### src/rtl/alien_march_ctrl.sv
// alien_march_ctrl: paces the alien formation's march. It counts video frames,
// issues horizontal steps or edge-triggered descents, speeds up as aliens die,
// freezes after a player hit and reports invasion / wave-clear upward.
module alien_march_ctrl #(
    parameter int X0            = 16,
    parameter int Y0            = 32,
    parameter int STEP_X        = 4,
    parameter int DROP_Y        = 8,
    parameter int INVADE_Y      = 400,
    parameter int MIN_PERIOD    = 2,
    parameter int FREEZE_FRAMES = 60
) (
    input  logic       clk,
    input  logic       reset,
    input  logic       start,
    input  logic       frame_tick,
    input  logic [6:0] alive_count,
    input  logic       hit_left,
    input  logic       hit_right,
    input  logic       player_hit,
    output logic [9:0] x_offset,
    output logic [9:0] y_offset,
    output logic       dir,
    output logic       anim_frame,
    output logic       step_pulse,
    output logic       invaded,
    output logic       cleared
);

    localparam int FZ_W = $clog2(FREEZE_FRAMES + 1);

    typedef enum logic [2:0] {
        ST_IDLE,
        ST_WAIT,
        ST_STEP,
        ST_FREEZE,
        ST_HALT
    } state_t;

    state_t            state, state_next;
    logic [7:0]        frame_cnt, frame_cnt_next;
    logic [FZ_W-1:0]   freeze_cnt, freeze_cnt_next;
    logic [9:0]        x_next, y_next;
    logic              dir_next, anim_next, pulse_next, invaded_next, cleared_next;
    logic [7:0]        period;
    logic              descend;

    // Step period shrinks as aliens die; 2 + 127 still fits in 8 bits.
    assign period  = 8'(MIN_PERIOD) + {1'b0, alive_count};
    // Only the edge in the direction of travel triggers a descent.
    assign descend = dir ? hit_left : hit_right;

    // Next-state and next-output logic for the march sequencer.
    always_comb begin
        // NOTE: every signal gets a default first so no path leaves one unassigned (no latches).
        state_next      = state;
        frame_cnt_next  = frame_cnt;
        freeze_cnt_next = freeze_cnt;
        x_next          = x_offset;
        y_next          = y_offset;
        dir_next        = dir;
        anim_next       = anim_frame;
        invaded_next    = invaded;
        cleared_next    = cleared;

        if (start) begin
            state_next      = ST_WAIT;
            frame_cnt_next  = '0;
            freeze_cnt_next = '0;
            x_next          = 10'(X0);
            y_next          = 10'(Y0);
            dir_next        = 1'b0;
            anim_next       = 1'b0;
            invaded_next    = 1'b0;
            cleared_next    = 1'b0;
        end else begin
            case (state)
                ST_WAIT: begin
                    if (alive_count == 7'd0) begin
                        cleared_next = 1'b1;
                        state_next   = ST_HALT;
                    end else if (player_hit) begin
                        state_next      = ST_FREEZE;
                        freeze_cnt_next = '0;
                        frame_cnt_next  = '0;
                    end else if (frame_tick) begin
                        if (frame_cnt + 8'd1 >= period) begin
                            frame_cnt_next = '0;
                            state_next     = ST_STEP;
                        end else begin
                            frame_cnt_next = frame_cnt + 8'd1;
                        end
                    end
                end
                ST_STEP: begin
                    anim_next = ~anim_frame;
                    if (descend) begin
                        y_next   = y_offset + 10'(DROP_Y);
                        dir_next = ~dir;
                    end else if (dir) begin
                        x_next = x_offset - 10'(STEP_X);
                    end else begin
                        x_next = x_offset + 10'(STEP_X);
                    end
                    // The step always completes before any hit or clear is honoured.
                    if (y_next >= 10'(INVADE_Y)) begin
                        invaded_next = 1'b1;
                        state_next   = ST_HALT;
                    end else if (alive_count == 7'd0) begin
                        cleared_next = 1'b1;
                        state_next   = ST_HALT;
                    end else if (player_hit) begin
                        state_next      = ST_FREEZE;
                        freeze_cnt_next = '0;
                        frame_cnt_next  = '0;
                    end else begin
                        state_next = ST_WAIT;
                    end
                end
                ST_FREEZE: begin
                    if (alive_count == 7'd0) begin
                        cleared_next = 1'b1;
                        state_next   = ST_HALT;
                    end else if (frame_tick) begin
                        if (freeze_cnt + FZ_W'(1) == FZ_W'(FREEZE_FRAMES)) begin
                            state_next      = ST_WAIT;
                            freeze_cnt_next = '0;
                            frame_cnt_next  = '0;
                        end else begin
                            freeze_cnt_next = freeze_cnt + FZ_W'(1);
                        end
                    end
                end
                default: ;  // IDLE and HALT hold everything until start
            endcase
        end

        // Registered so the pulse is high exactly while the FSM sits in STEP.
        pulse_next = (state_next == ST_STEP);
    end

    // State and output registers with synchronous reset.
    always_ff @(posedge clk) begin
        // NOTE: sequential state uses non-blocking assignments so all registers update together.
        if (reset) begin
            state      <= ST_IDLE;
            frame_cnt  <= '0;
            freeze_cnt <= '0;
            x_offset   <= 10'(X0);
            y_offset   <= 10'(Y0);
            dir        <= 1'b0;
            anim_frame <= 1'b0;
            step_pulse <= 1'b0;
            invaded    <= 1'b0;
            cleared    <= 1'b0;
        end else begin
            state      <= state_next;
            frame_cnt  <= frame_cnt_next;
            freeze_cnt <= freeze_cnt_next;
            x_offset   <= x_next;
            y_offset   <= y_next;
            dir        <= dir_next;
            anim_frame <= anim_next;
            step_pulse <= pulse_next;
            invaded    <= invaded_next;
            cleared    <= cleared_next;
        end
    end

endmodule

### config.mk
export PLATFORM = sky130hd
export DESIGN_NAME = alien_march_ctrl
export DESIGN_NICKNAME = d
export VERILOG_FILES = /design/src/rtl/alien_march_ctrl.sv
export SDC_FILE = /design/constraint.sdc
export NUM_CORES = 1
export LEC_CHECK = 0
export ABC_AREA = 1
export CAP_MARGIN = 30
export CORE_ASPECT_RATIO = 0.7
export CORE_MARGIN = 2
export CORE_UTILIZATION = 50
export DETAILED_ROUTE_END_ITERATION = 12
export PLACE_DENSITY_LB_ADDON = 0.25
export SYNTH_ARGS = -nofsm -noshare
export SYNTH_HDL_FRONTEND = slang
export SYNTH_SLANG_ARGS = --single-unit
### constraint.sdc
create_clock -name clk -period 2.21 [get_ports clk]
set_input_delay 0.221 -clock clk [delete_from_list [all_inputs] [get_ports clk]]
set_output_delay 0.221 -clock clk [all_outputs]
set_load 0.05 [all_outputs]
Yosys cells after proc, flatten, opt, wreduce, memory -nomap -nowiden --
Index checks and enable logic that the tools add are counted.
Storage, ports and cells: register bits after elaboration 42, input port bits 14, bits in read-only memories 0, memories 0, RAM bits 0, latch bits 0, output and inout port bits 25
Cells by class: divide/modulo/power cells 0, magnitude comparators 2, $add $sub $neg 6, bitwise gates (word level) 3, eq/ne operators 13, multiplexer cells 38, $mul 0, reductions and logical operators 11, shifts and indexed selects 0
Operator list (count):
- $mux 8 | 10
- $mux 10 | 4
- $mux 6 | 6
- $mux 3 | 10
- $pmux 8 s3 | 1
- $pmux 6 s3 | 1
- $ne 2x2->1 const B | 7
- $add 10x3->10 const B | 1
- $add 10x4->10 const B | 1
- $ge 10x9->1 const B | 1
- $sub 10x3->10 const B | 1
- $eq 3x2->1 const B | 3
- $pmux 3 s3 | 1
- $reduce_and 9->1 | 1
- $add 2x7->8 const A | 1
- $add 8x1->8 const B | 1
- $ge 8x8->1 | 1
- $reduce_and 2->1 | 4
- $logic_not 7->1 | 1
- $add 6x1->6 const B | 1
- $eq 6x6->1 const B | 1
- $reduce_and 4->1 | 1
- $reduce_or 2->1 | 2
- $eq 3x1->1 const B | 1
- 7 further kinds | 11

Longest topological paths before layout --
Gate-level depths: netlist of the first run.
depth after elaboration 9, mapped depth 19

Worst setup path after synthesis of the first run --
OpenSTA, ideal clock, no wires.
path kind reg2reg, start point reg frame_cnt[0], end point reg state[0], period minus slack after synthesis 2365 ps, data required time 2101 ps, arrival time 2257 ps, slack -155 ps, cell stages (with the launch flop) 17, path buffers 0, library setup time 109 ps, cell sequence dfxtp_1 > nand3_1 > nor3b_1 > nand2_1 > xor2_1 > inv_1 > ha_1 > nand2_1 > nor2_1 > nand4_1 > nand3_1 > nand2_1 > o21ai_0 > nand2_1 > nor2_1 > or2_1 > inv_1
On the way: longest elaborated chain between the ends 8
Ends and longest elaborated chain:
- start: declaration | RTL line 41 | logic [7:0] frame_cnt, frame_cnt_next;
- start signal: assignment | RTL line 158 | frame_cnt <= frame_cnt_next;
- $add 8x1->8 | RTL line 87 | if (frame_cnt + 8'd1 >= period) begin
- $ge 8x8->1 | RTL line 87
- $mux 3 | RTL line 87
- $mux 3 | RTL line 86 | end else if (frame_tick) begin
- $mux 3 | RTL line 82 | end else if (player_hit) begin
- $mux 3 | RTL line 79 | if (alive_count == 7'd0) begin
- $pmux 3 s3 | RTL line 77 | case (state)
- $mux 3 | RTL line 66 | if (start) begin
- end signal: assignment | RTL line 157 | state <= state_next;
- end: declaration | RTL line 40 | state_t state, state_next;
No other way between the ends. A chain may end at the register's enable or synchronous reset.

Worst setup path after layout of the first run --
start point reg frame_cnt[0], end point reg frame_cnt[3]
On the way: longest elaborated chain between the ends 7
Ends and longest elaborated chain (RTL line):
- $add 8x1->8 (*) | 87, 91
- $ge 8x8->1 | 87
- $mux 8 (*) | 87
- $mux 8 (*) | 86
- $mux 8 (*) | 82
- $mux 8 (*) | 79
- $pmux 8 s3 (*) | 77
Every way passes the cells marked *; elsewhere a longest branch is shown, timed or not. The select of a mux whose other input is x is not followed.

==> flow_metrics.py, run 1 <==
metrics = {
    "run_status": {
        "status": "finished, violations left",
        "violations": "negative setup slack",
    },
    "timing": {
        "hold_viol": 0,
        "max_slew_margin_pct": 66.2,
        "skew_ns": 0.0103,
        "fin_crit_sh_pct": 110,
        "post-route-min-period_ns": 2.42,
        "drv_slew": 0,
        "setup_viol": 11,
        "fmax_mhz": 413,
        "worst_slew_pin_slew_ns": 0.505,
        "rsz0062_at_grt": "yes",
        "fin_ws_ns": -0.213,
    },
    "global_route": {
        "grt.busiest_layer": "met2",
        "grt_pass1_wl_um": 11300,
        "grt_pass1_vias": 2581,
        "gr-total-overflow": 0,
        "use_met2_pct": 36.2,
        "use_met1_pct": 31.8,
        "grt_max_degree": 16,
        "grtUsageMet3_pct": 4.10,
        "grt_usage_pct": 22.9,
        "antenna_found_initial": 0,
    },
    "worst_setup_path": {
        "reg2reg_setup_slack_ns": -0.21,
        "cpMostUsedCell": "nor2_2",
        "crit_end": "frame_cnt[3]$_SDFFE_PP0P_",
        "worst-r2r-cell-count": 15,
        "worst_setup_path_start_kind": "flop",
        "path_depth": 15,
        "crit_fanout": 6,
        "path_cells": "ha_4, nand2_2, inv_2, nand4_1, xnor2_2, ha_1, nand2_4, nor2_1, nor2_2, nand3_2, nor2_2, inv_2, nor2_2, o21ai_1, nor2_1",
        "crit_slowest_cell": "dfxtp_4",
        "cp_top_family": "simple AND/OR/NAND/NOR gates",
        "cp_slowest_stage_delay_ns": 0.39,
        "r2r_start": "frame_cnt[0]$_SDFFE_PP0P_",
        "critPathKind": "reg -> reg",
        "r2r-end": "frame_cnt[3]$_SDFFE_PP0P_",
        "cp.required_ns": 2.44,
        "end_kind": "flop",
        "critPathBufInv": 2,
        "cp_data_arrival_time_ns": 2.66,
        "startpoint": "frame_cnt[0]$_SDFFE_PP0P_",
    },
    "detailed_routing": {
        "ant_nets": 0,
        "via_per_inst": 5.04,
        "totalWireLength_um": 6750,
        "wl_per_cell_um": 12.2,
        "dr.first_iter.drc_count": 167,
        "drt_pre_antenna_iters": 4,
        "vias": 2779,
        "drc": 0,
    },
    "die": {
        "die_x_um": 92.7,
        "start_util_pct": 52.2,
        "core_area_sq_mm": 0.00529,
        "placementRows": 22,
        "num_io_pins": 39,
        "die_y_um": 66.1,
        "die_area_sq_mm": 0.00613,
    },
    "synth": {
        "synth.most_common_cell": "nand2_1",
        "netlist_area_sq_mm": 0.00276,
        "netlist_instances": 414,
        "ys.flop_type": "dfxtp_1",
        "synth-seq-area-share_pct": 26.9,
        "yosysTopAreaCell": "dfxtp_1",
        "ys_ff_latch": 37,
        "syn_area_per_cell_sq_um": 6.66,
        "synth_warnings": 0,
        "ys_top_cells_by_area": "dfxtp_1 27%, nand2_1 10%, nor2_1 9.1%",
        "synth-edff-count": 0,
        "ys_types": 40,
        "synthTopCellsByCount": "76 x nand2_1, 67 x nor2_1, 57 x inv_1",
        "async_flop_share_pct": 0,
        "synth_top_area_share_pct": 26.9,
    },
    "power_and_ir_drop": {
        "power_density_mw_per_mm2": 462,
        "p_leak_nw": 1.67,
        "vdd_drop_max_uv": 393,
    },
    "placement": {
        "gp_congestion": 0.876,
        "dp_cells": 536,
        "port_buffers": 33,
        "dp.final_hpwl_um": 4730,
    },
    "hold_path": {
        "min_from": "invaded$_SDFFE_PP0P_",
        "hp-class": "reg -> reg",
    },
    "clock_tree": {
        "cts-root-buf": "clkbuf_8",
        "cts_htree_levels": 2,
        "cts_tree": "done",
        "cts_max_path_buffers": 2,
        "path_clk_slew_ns": 0.08,
        "clock-sinks": 37,
        "cts_hold_buf": 0,
        "cts_buffers": 5,
        "clk-insertion-delay-late_ns": 0.30,
    },
    "finish": {
        "fillers": 444,
        "drive_gt1_share_pct": 22.5,
        "nNetsFinal": 511,
        "fin_cells": 551,
        "utilization_pct": 69.4,
        "num_antenna_cells": 0,
        "syn_to_final_growth_pct": 33.0,
    },
    "job": {
        "maxCapViolations": 0,
    },
}
-- cell families after synthesis --
kind of cell,after synthesis,synth area share (%)
AND/OR/NAND/NOR,204,34.6
buffers and inverters,73,11.2
AO/OA/AOI/OAI,64,13.2
flip-flops,37,26.9
adder cells (fa/ha/maj),19,8.90
XOR/XNOR,16,5.08
other,1,0.136
-- power breakdown --
group / total (mW) / switching (mW) / internal [mW]
registers: 0.701 / 0.0178 / 0.683
clock network: 0.600 / 0.262 / 0.338
logic: 0.396 / 0.243 / 0.152
total: 1.70 / 0.523 / 1.17
-- layout by cell type (no fill, tap or decap), drive strengths merged --
cell type,count
a31oi,1
o21ai,30
inv,63
nand3,24
o211ai,2
conb,5
ha,18
nand4,13
nor2,74
buf,29
or2,1
clkdlybuf4s50,33
a211oi,3
bufinv,1
clkbuf,5
xnor2,3
a21oi,26
nand3b,1
clkinv,2
dfxtp,37
nor3,3
nand2,85
fa,1
clkinvlp,1
nor3b,3
a21o,1
o221ai,1
xor2,13
-- cell type report --
type                       instances  area [sq um]  share of cell area (%)
sequential                        37           751                    20.5
timing repair buffer              62           548                    14.9
clock inverter                     3          46.3                    1.26
multi-input combinational        308          1920                    52.3
inverter                          64           245                    6.69
tap                               72          90.1                    2.46
clock buffer                       5          68.8                    1.88
-- sequential cells by signal (all words and copies together) (netlist names), 3 cells and up --
register	count
freeze_cnt	6
state	3
frame_cnt	8
y_offset	7
x_offset	8
-- what timing repair did --
item / 4_1_cts / 5_1_grt
hold endpoints to repair: 0 / 0
setup endpoints to repair: 12 / 13
resized for setup: 17 / 38
pin swaps: 15 / 38
buffers inserted: 6 / 1
-- worst min-delay path by stage --
| stage | to | slack, ns | depth (start not counted) |
|---|---|---|---|
| 2_1_floorplan | state[2]$_SDFF_PP0_ | 0.29 | 1 |
| 3_3_place_gp | invaded$_SDFFE_PP0P_ | 0.44 | 2 |
| 3_5_place_dp | invaded$_SDFFE_PP0P_ | 0.46 | 2 |
| 4_1_cts | invaded$_SDFFE_PP0P_ | 0.47 | 2 |
| 5_1_grt | invaded$_SDFFE_PP0P_ | 0.48 | 2 |
| 6_report | invaded$_SDFFE_PP0P_ | 0.46 | 2 |
-- metrics by stage --
stage               area, sq um  total power [mW]  hold slack [ns]  setup slack [ns]  TNS [ns]
floorplan                  2790             0.951            0.293           -0.0344   -0.0344
global placement           3310              1.04            0.445            -0.305     -2.63
detailed placement         3310              1.05            0.460            -0.456     -4.09
CTS                        3520              1.67            0.471            -0.164    -0.980
global route               3670              1.78            0.485            -0.382     -3.70
finish                     3670              1.70            0.465            -0.213     -1.81
-- worst register-to-register path, stage by stage, from the launching register on --
cell,delay [ns]
dfxtp_4,0.39
ha_4,0.14
nand2_2,0.06
inv_2,0.09
nand4_1,0.16
xnor2_2,0.25
ha_1,0.30
nand2_4,0.09
nor2_1,0.06
nor2_2,0.13
nand3_2,0.12
nor2_2,0.17
inv_2,0.11
nor2_2,0.13
o21ai_1,0.07
nor2_1,0.11
-- layer usage --
| layer | wire length [um] | share of wire, % |
|---|---|---|
| met5 | 0 | 0 |
| met3 | 256 | 3.8 |
| met4 | 51 | 0.76 |
| met1 | 3330 | 49 |
| met2 | 3110 | 46 |
(Power assumes the default switching activity.)
==> inputs of run 2 (changes only) <==
--- a/config.mk
+++ b/config.mk
@@ -8,7 +8,6 @@
 export ABC_AREA = 1
 export CAP_MARGIN = 30
 export CORE_ASPECT_RATIO = 0.7
-export CORE_MARGIN = 2
 export CORE_UTILIZATION = 50
 export DETAILED_ROUTE_END_ITERATION = 12
 export PLACE_DENSITY_LB_ADDON = 0.25
==> flow_metrics.py, run 2 (synthesized netlist as in run 1, its figures left out) <==
metrics = {
    "worst_setup_path": {
        "crit_slowest_cell": "dfxtp_4",
        "cp_data_arrival_time_ns": 2.77,
        "crit_fanout": 6,
        "cp_slowest_stage_delay_ns": 0.37,
        "cp_top_family": "simple AND/OR/NAND/NOR gates",
        "critPathBufInv": 4,
        "path_cells": "buf_4, ha_4, nand2_2, inv_2, nand4_1, xnor2_2, ha_1, nand2_4, nor2_1, nor2_2, nand3_2, buf_4, nor2_4, inv_4, nor3_2, o21ai_1, nor2_1",
        "worst_setup_path_start_kind": "flop",
        "cp.required_ns": 2.44,
        "end_kind": "flop",
        "critPathKind": "reg -> reg",
    },
    "detailed_routing": {
        "drc": 0,
        "wl_per_cell_um": 12.4,
        "totalWireLength_um": 6860,
        "vias": 2817,
        "dr.first_iter.drc_count": 147,
        "ant_nets": 0,
        "via_per_inst": 5.08,
        "drt_pre_antenna_iters": 4,
    },
    "finish": {
        "stdcell_area_sq_mm": 0.00361,
        "nNetsFinal": 515,
        "drive_gt1_share_pct": 20.5,
        "layout_commonest_cell": "nand2_1",
        "final_cell_mix": "71 x nand2_1, 60 x nor2_1, 54 x inv_1",
        "multi_input_area_sq_mm": 0.00185,
        "fillers": 455,
        "reg_top3": "frame_cnt (8), x_offset (8), y_offset (7)",
        "utilization_pct": 68.3,
        "syn_to_final_growth_pct": 31.0,
        "num_antenna_cells": 0,
        "seq_area_sq_um": 748,
    },
    "timing": {
        "setup_viol": 12,
        "post-route-min-period_ns": 2.53,
        "max_slew_margin_pct": 66.4,
        "fmax_mhz": 395,
        "skew_ns": 0.00676,
        "worst_slew_pin_slew_ns": 0.503,
        "fin_ws_ns": -0.325,
        "rsz0062_at_grt": "yes",
        "hold_viol": 0,
        "drv_slew": 0,
        "fin_crit_sh_pct": 115,
    },
    "power_and_ir_drop": {
        "p_leak_nw": 1.65,
        "vdd_drop_max_uv": 379,
        "power_mw": 1.58,
        "power_density_mw_per_mm2": 437,
    },
    "clock_tree": {
        "cts_hold_buf": 0,
        "clock-sinks": 37,
        "clk-insertion-delay-late_ns": 0.29,
        "path_clk_slew_ns": 0.07,
        "cts_htree_levels": 2,
        "cts_tree": "done",
        "cts_max_path_buffers": 2,
        "cts_buffers": 5,
        "cts-root-buf": "clkbuf_8",
    },
    "run_status": {
        "status": "finished, violations left",
        "violations": "negative setup slack",
    },
    "global_route": {
        "grt_pass1_vias": 2624,
        "antenna_found_initial": 0,
        "grt_usage_pct": 24.4,
        "gr-total-overflow": 0,
        "grt_max_degree": 16,
        "grt_pass1_wl_um": 11600,
    },
    "die": {
        "start_util_pct": 52.2,
        "placementRows": 22,
        "num_io_pins": 39,
        "die_area_sq_mm": 0.00582,
        "die_x_um": 90.7,
        "die_y_um": 64.1,
        "core_area_sq_mm": 0.00529,
    },
    "job": {
        "maxCapViolations": 0,
    },
    "placement": {
        "port_buffers": 33,
        "dp.final_hpwl_um": 4760,
        "gp_congestion": 0.886,
        "placed_area_sq_mm": 0.00333,
    },
    "hold_path": {
        "hp-class": "reg -> reg",
    },
}
[run 2: cell types whose count changed in the layout (fill, tap and decap cells not counted), sizes merged]
cell,before,now
buf,29,33
clkinv,2,1
clkbuf,5,7
bufinv,1,0
[run 2: power by group]
group / internal (mW) / switching (mW) / total [mW] / leakage (nW)
Combinational: 0.162 / 0.251 / 0.412 / 1.31
Sequential: 0.684 / 0.0146 / 0.698 / 0.302
Clock: 0.223 / 0.243 / 0.466 / 0.0385
Total: 1.07 / 0.508 / 1.58 / 1.65
[run 2: worst register-to-register path, cell delays in order (launching register included)]
cell and delay (ns):
dfxtp_4 0.37, buf_4 0.12, ha_4 0.14, nand2_2 0.06, inv_2 0.08, nand4_1 0.14, xnor2_2 0.19, ha_1 0.32
nand2_4 0.09, nor2_1 0.05, nor2_2 0.12, nand3_2 0.11, buf_4 0.15, nor2_4 0.16, inv_4 0.09, nor3_2 0.12
o21ai_1 0.08, nor2_1 0.08
[run 2: layer usage]
metal | global-route usage [%] | routed length (um) | up-vias
met3 | 4.64 | 292 | 12
met4 | 6.05 | 80 | 0
met5 | 0 | 0 | -
met1 | 32.4 | 3350 | 1295
li1 | - | - | 1451
met2 | 40.9 | 3140 | 59
[run 2: repair_timing]
| action | 4_1_cts | 5_1_grt |
|---|---|---|
| gates resized for setup | 29 | 15 |
| endpoints found under the setup margin | 12 | 13 |
| pin swaps | 25 | 19 |
| setup buffers | 3 | 5 |
[run 2: final cells by class]
| cell class | count | share of cell area [%] |
|---|---|---|
| multi-input combinational | 308 | 51.4 |
| sequential | 37 | 20.7 |
| timing repair buffer | 66 | 16.2 |
| inverter | 64 | 6.86 |
| tap | 72 | 2.50 |
| clock buffer | 7 | 2.11 |
| clock inverter | 1 | 0.208 |
[run 2: path summary, 6_finish.rpt]
check	slack, ns	end	cells past startpoint	start
max	-0.32	frame_cnt[2]$_SDFFE_PP0P_	17	frame_cnt[0]$_SDFFE_PP0P_
min	0.45	invaded$_SDFFE_PP0P_	2	invaded$_SDFFE_PP0P_
max reg2reg	-0.32	frame_cnt[2]$_SDFFE_PP0P_	17	frame_cnt[0]$_SDFFE_PP0P_
min reg2reg	0.45	invaded$_SDFFE_PP0P_	2	invaded$_SDFFE_PP0P_
[run 2: metrics by stage]
step / setup TNS, ns / worst slack [ns] / std cells / hold slack (ns)
after floorplan: -0.0344 / -0.0344 / 418 / 0.293
after global placement: -2.59 / -0.304 / 539 / 0.444
after detailed placement: -3.26 / -0.356 / 539 / 0.443
after CTS: -0.596 / -0.166 / 550 / 0.453
after global routing: -4.33 / -0.435 / 555 / 0.478
final: -2.75 / -0.325 / 555 / 0.449
==> inputs of run 3 (changes only) <==
--- a/config.mk
+++ b/config.mk
@@ -6,8 +6,10 @@
 export NUM_CORES = 1
 export LEC_CHECK = 0
 export ABC_AREA = 1
+export ABC_CLOCK_PERIOD_IN_PS = 2210
 export CAP_MARGIN = 30
 export CORE_ASPECT_RATIO = 0.7
+export CORE_MARGIN = 5
 export CORE_UTILIZATION = 50
 export DETAILED_ROUTE_END_ITERATION = 12
 export PLACE_DENSITY_LB_ADDON = 0.25
==> flow_metrics.py, run 3 (synthesized netlist as in run 1, its figures left out) <==
metrics = {
    "run_status": {
        "status": "finished, violations left",
        "violations": "negative setup slack",
    },
    "global_route": {
        "grt_usage_pct": 18.4,
        "grt_pass1_wl_um": 10900,
        "grt_pass1_vias": 2442,
        "antenna_found_initial": 0,
        "grt_max_degree": 16,
        "gr-total-overflow": 0,
    },
    "finish": {
        "reg_top3": "frame_cnt (8), x_offset (8), y_offset (7)",
        "utilization_pct": 67.5,
        "syn_to_final_growth_pct": 29.5,
        "fillers": 444,
        "nNetsFinal": 512,
        "fin_cells": 551,
        "final_cell_mix": "72 x nand2_1, 65 x nor2_1, 55 x inv_1",
        "layout_commonest_cell": "nand2_1",
        "drive_gt1_share_pct": 18.8,
        "num_antenna_cells": 0,
        "stdcell_area_sq_mm": 0.00357,
    },
    "timing": {
        "max_slew_margin_pct": 65.8,
        "fin_ws_ns": -0.209,
        "setup_viol": 12,
        "rsz0062_at_grt": "yes",
        "hold_viol": 0,
        "post-route-min-period_ns": 2.42,
        "fin_crit_sh_pct": 109,
        "worst_slew_pin_slew_ns": 0.511,
        "fmax_mhz": 413,
        "drv_slew": 0,
        "skew_ns": 0.0106,
    },
    "clock_tree": {
        "path_clk_slew_ns": 0.08,
        "cts_max_path_buffers": 2,
        "cts_htree_levels": 2,
        "clock-sinks": 37,
        "cts-root-buf": "clkbuf_8",
        "clk-insertion-delay-late_ns": 0.30,
        "cts_tree": "done",
        "cts_buffers": 5,
    },
    "placement": {
        "dp.final_hpwl_um": 4890,
        "gp_congestion": 0.928,
        "dp_cells": 535,
        "placed_area_sq_mm": 0.00330,
        "port_buffers": 33,
    },
    "hold_path": {
        "hp-class": "reg -> reg",
        "min_from": "invaded$_SDFFE_PP0P_",
    },
    "job": {
        "maxCapViolations": 0,
    },
    "die": {
        "num_io_pins": 39,
        "die_y_um": 72.1,
        "placementRows": 22,
        "die_area_sq_mm": 0.00712,
        "die_x_um": 98.7,
        "start_util_pct": 52.2,
        "core_area_sq_mm": 0.00529,
    },
    "detailed_routing": {
        "totalWireLength_um": 6730,
        "drc": 0,
        "ant_nets": 0,
        "via_per_inst": 5.08,
        "vias": 2799,
        "dr.first_iter.drc_count": 143,
        "drt_pre_antenna_iters": 5,
        "wl_per_cell_um": 12.2,
    },
    "power_and_ir_drop": {
        "power_mw": 1.58,
        "power_density_mw_per_mm2": 442,
        "vdd_drop_max_uv": 256,
        "p_leak_nw": 1.66,
    },
    "worst_setup_path": {
        "cp_data_arrival_time_ns": 2.62,
        "end_kind": "flop",
        "startpoint": "frame_cnt[0]$_SDFFE_PP0P_",
        "critPathKind": "reg -> reg",
        "cp.required_ns": 2.41,
        "worst_setup_path_start_kind": "flop",
        "r2r_start": "frame_cnt[0]$_SDFFE_PP0P_",
        "crit_fanout": 3,
    },
}
run 3: final cells by class:
class / instances / area (sq um) / share of cell area [%]
clock inverter: 1 / 7.51 / 0.210
tap: 72 / 90.1 / 2.52
inverter: 64 / 248 / 6.94
multi-input combinational: 308 / 1840 / 51.4
sequential: 37 / 751 / 21.0
timing repair buffer: 63 / 556 / 15.6
clock buffer: 6 / 82.6 / 2.31
run 3: worst max-delay path: stages (launching register included):
cell and delay, ns:
dfxtp_4 0.37, nand3_4 0.09, nor3b_4 0.22, buf_4 0.13, buf_4 0.10, nor2_1 0.04, ha_1 0.31, a21oi_1 0.18
nor2_1 0.07, nor2_1 0.11, nand3_2 0.14, nand2_2 0.12, buf_4 0.11, nand3_2 0.05, nand2_2 0.07, nand3_2 0.06
nand3_1 0.08, nor2_1 0.04
run 3: what timing repair did:
action / in CTS / in global routing
gates resized for setup: 16 / 18
hold endpoints to repair: 0 / 0
pin swaps: 14 / 10
setup buffers: 7 / 2
endpoints found under the setup margin: 12 / 12
hold buffers: 0 / 0
run 3: stage by stage:
| stage | worst slack (ns) | setup TNS (ns) | hold slack [ns] |
|---|---|---|---|
| final | -0.209 | -1.53 | 0.456 |
| after global routing | -0.394 | -3.63 | 0.505 |
| after CTS | -0.179 | -0.961 | 0.456 |
| after detailed placement | -0.407 | -3.71 | 0.446 |
| after global placement | -0.305 | -2.55 | 0.443 |
| after floorplan | -0.0344 | -0.0344 | 0.293 |
run 3: worst paths after layout:
path,endpoint,slack (ns),cells past startpoint
max,step_pulse$_SDFF_PP0_,-0.21,17
min,invaded$_SDFFE_PP0P_,0.46,2
max reg2reg,step_pulse$_SDFF_PP0_,-0.21,17
min reg2reg,invaded$_SDFFE_PP0P_,0.46,2
run 3: power breakdown:
part | total, mW | switching, mW | internal [mW]
Combinational | 0.386 | 0.235 | 0.151
Sequential | 0.699 | 0.0159 | 0.683
Clock | 0.493 | 0.247 | 0.247
Total | 1.58 | 0.498 | 1.08
run 3: metal layers:
metal  share of wire [%]  global-route usage [%]  up-vias
li1                    -                       -     1451
met1                  50                    25.9     1258
met2                  44                    28.2       80
met3                 5.0                    5.09       10
met4                 1.0                    4.39        0
met5                   0                       0        -
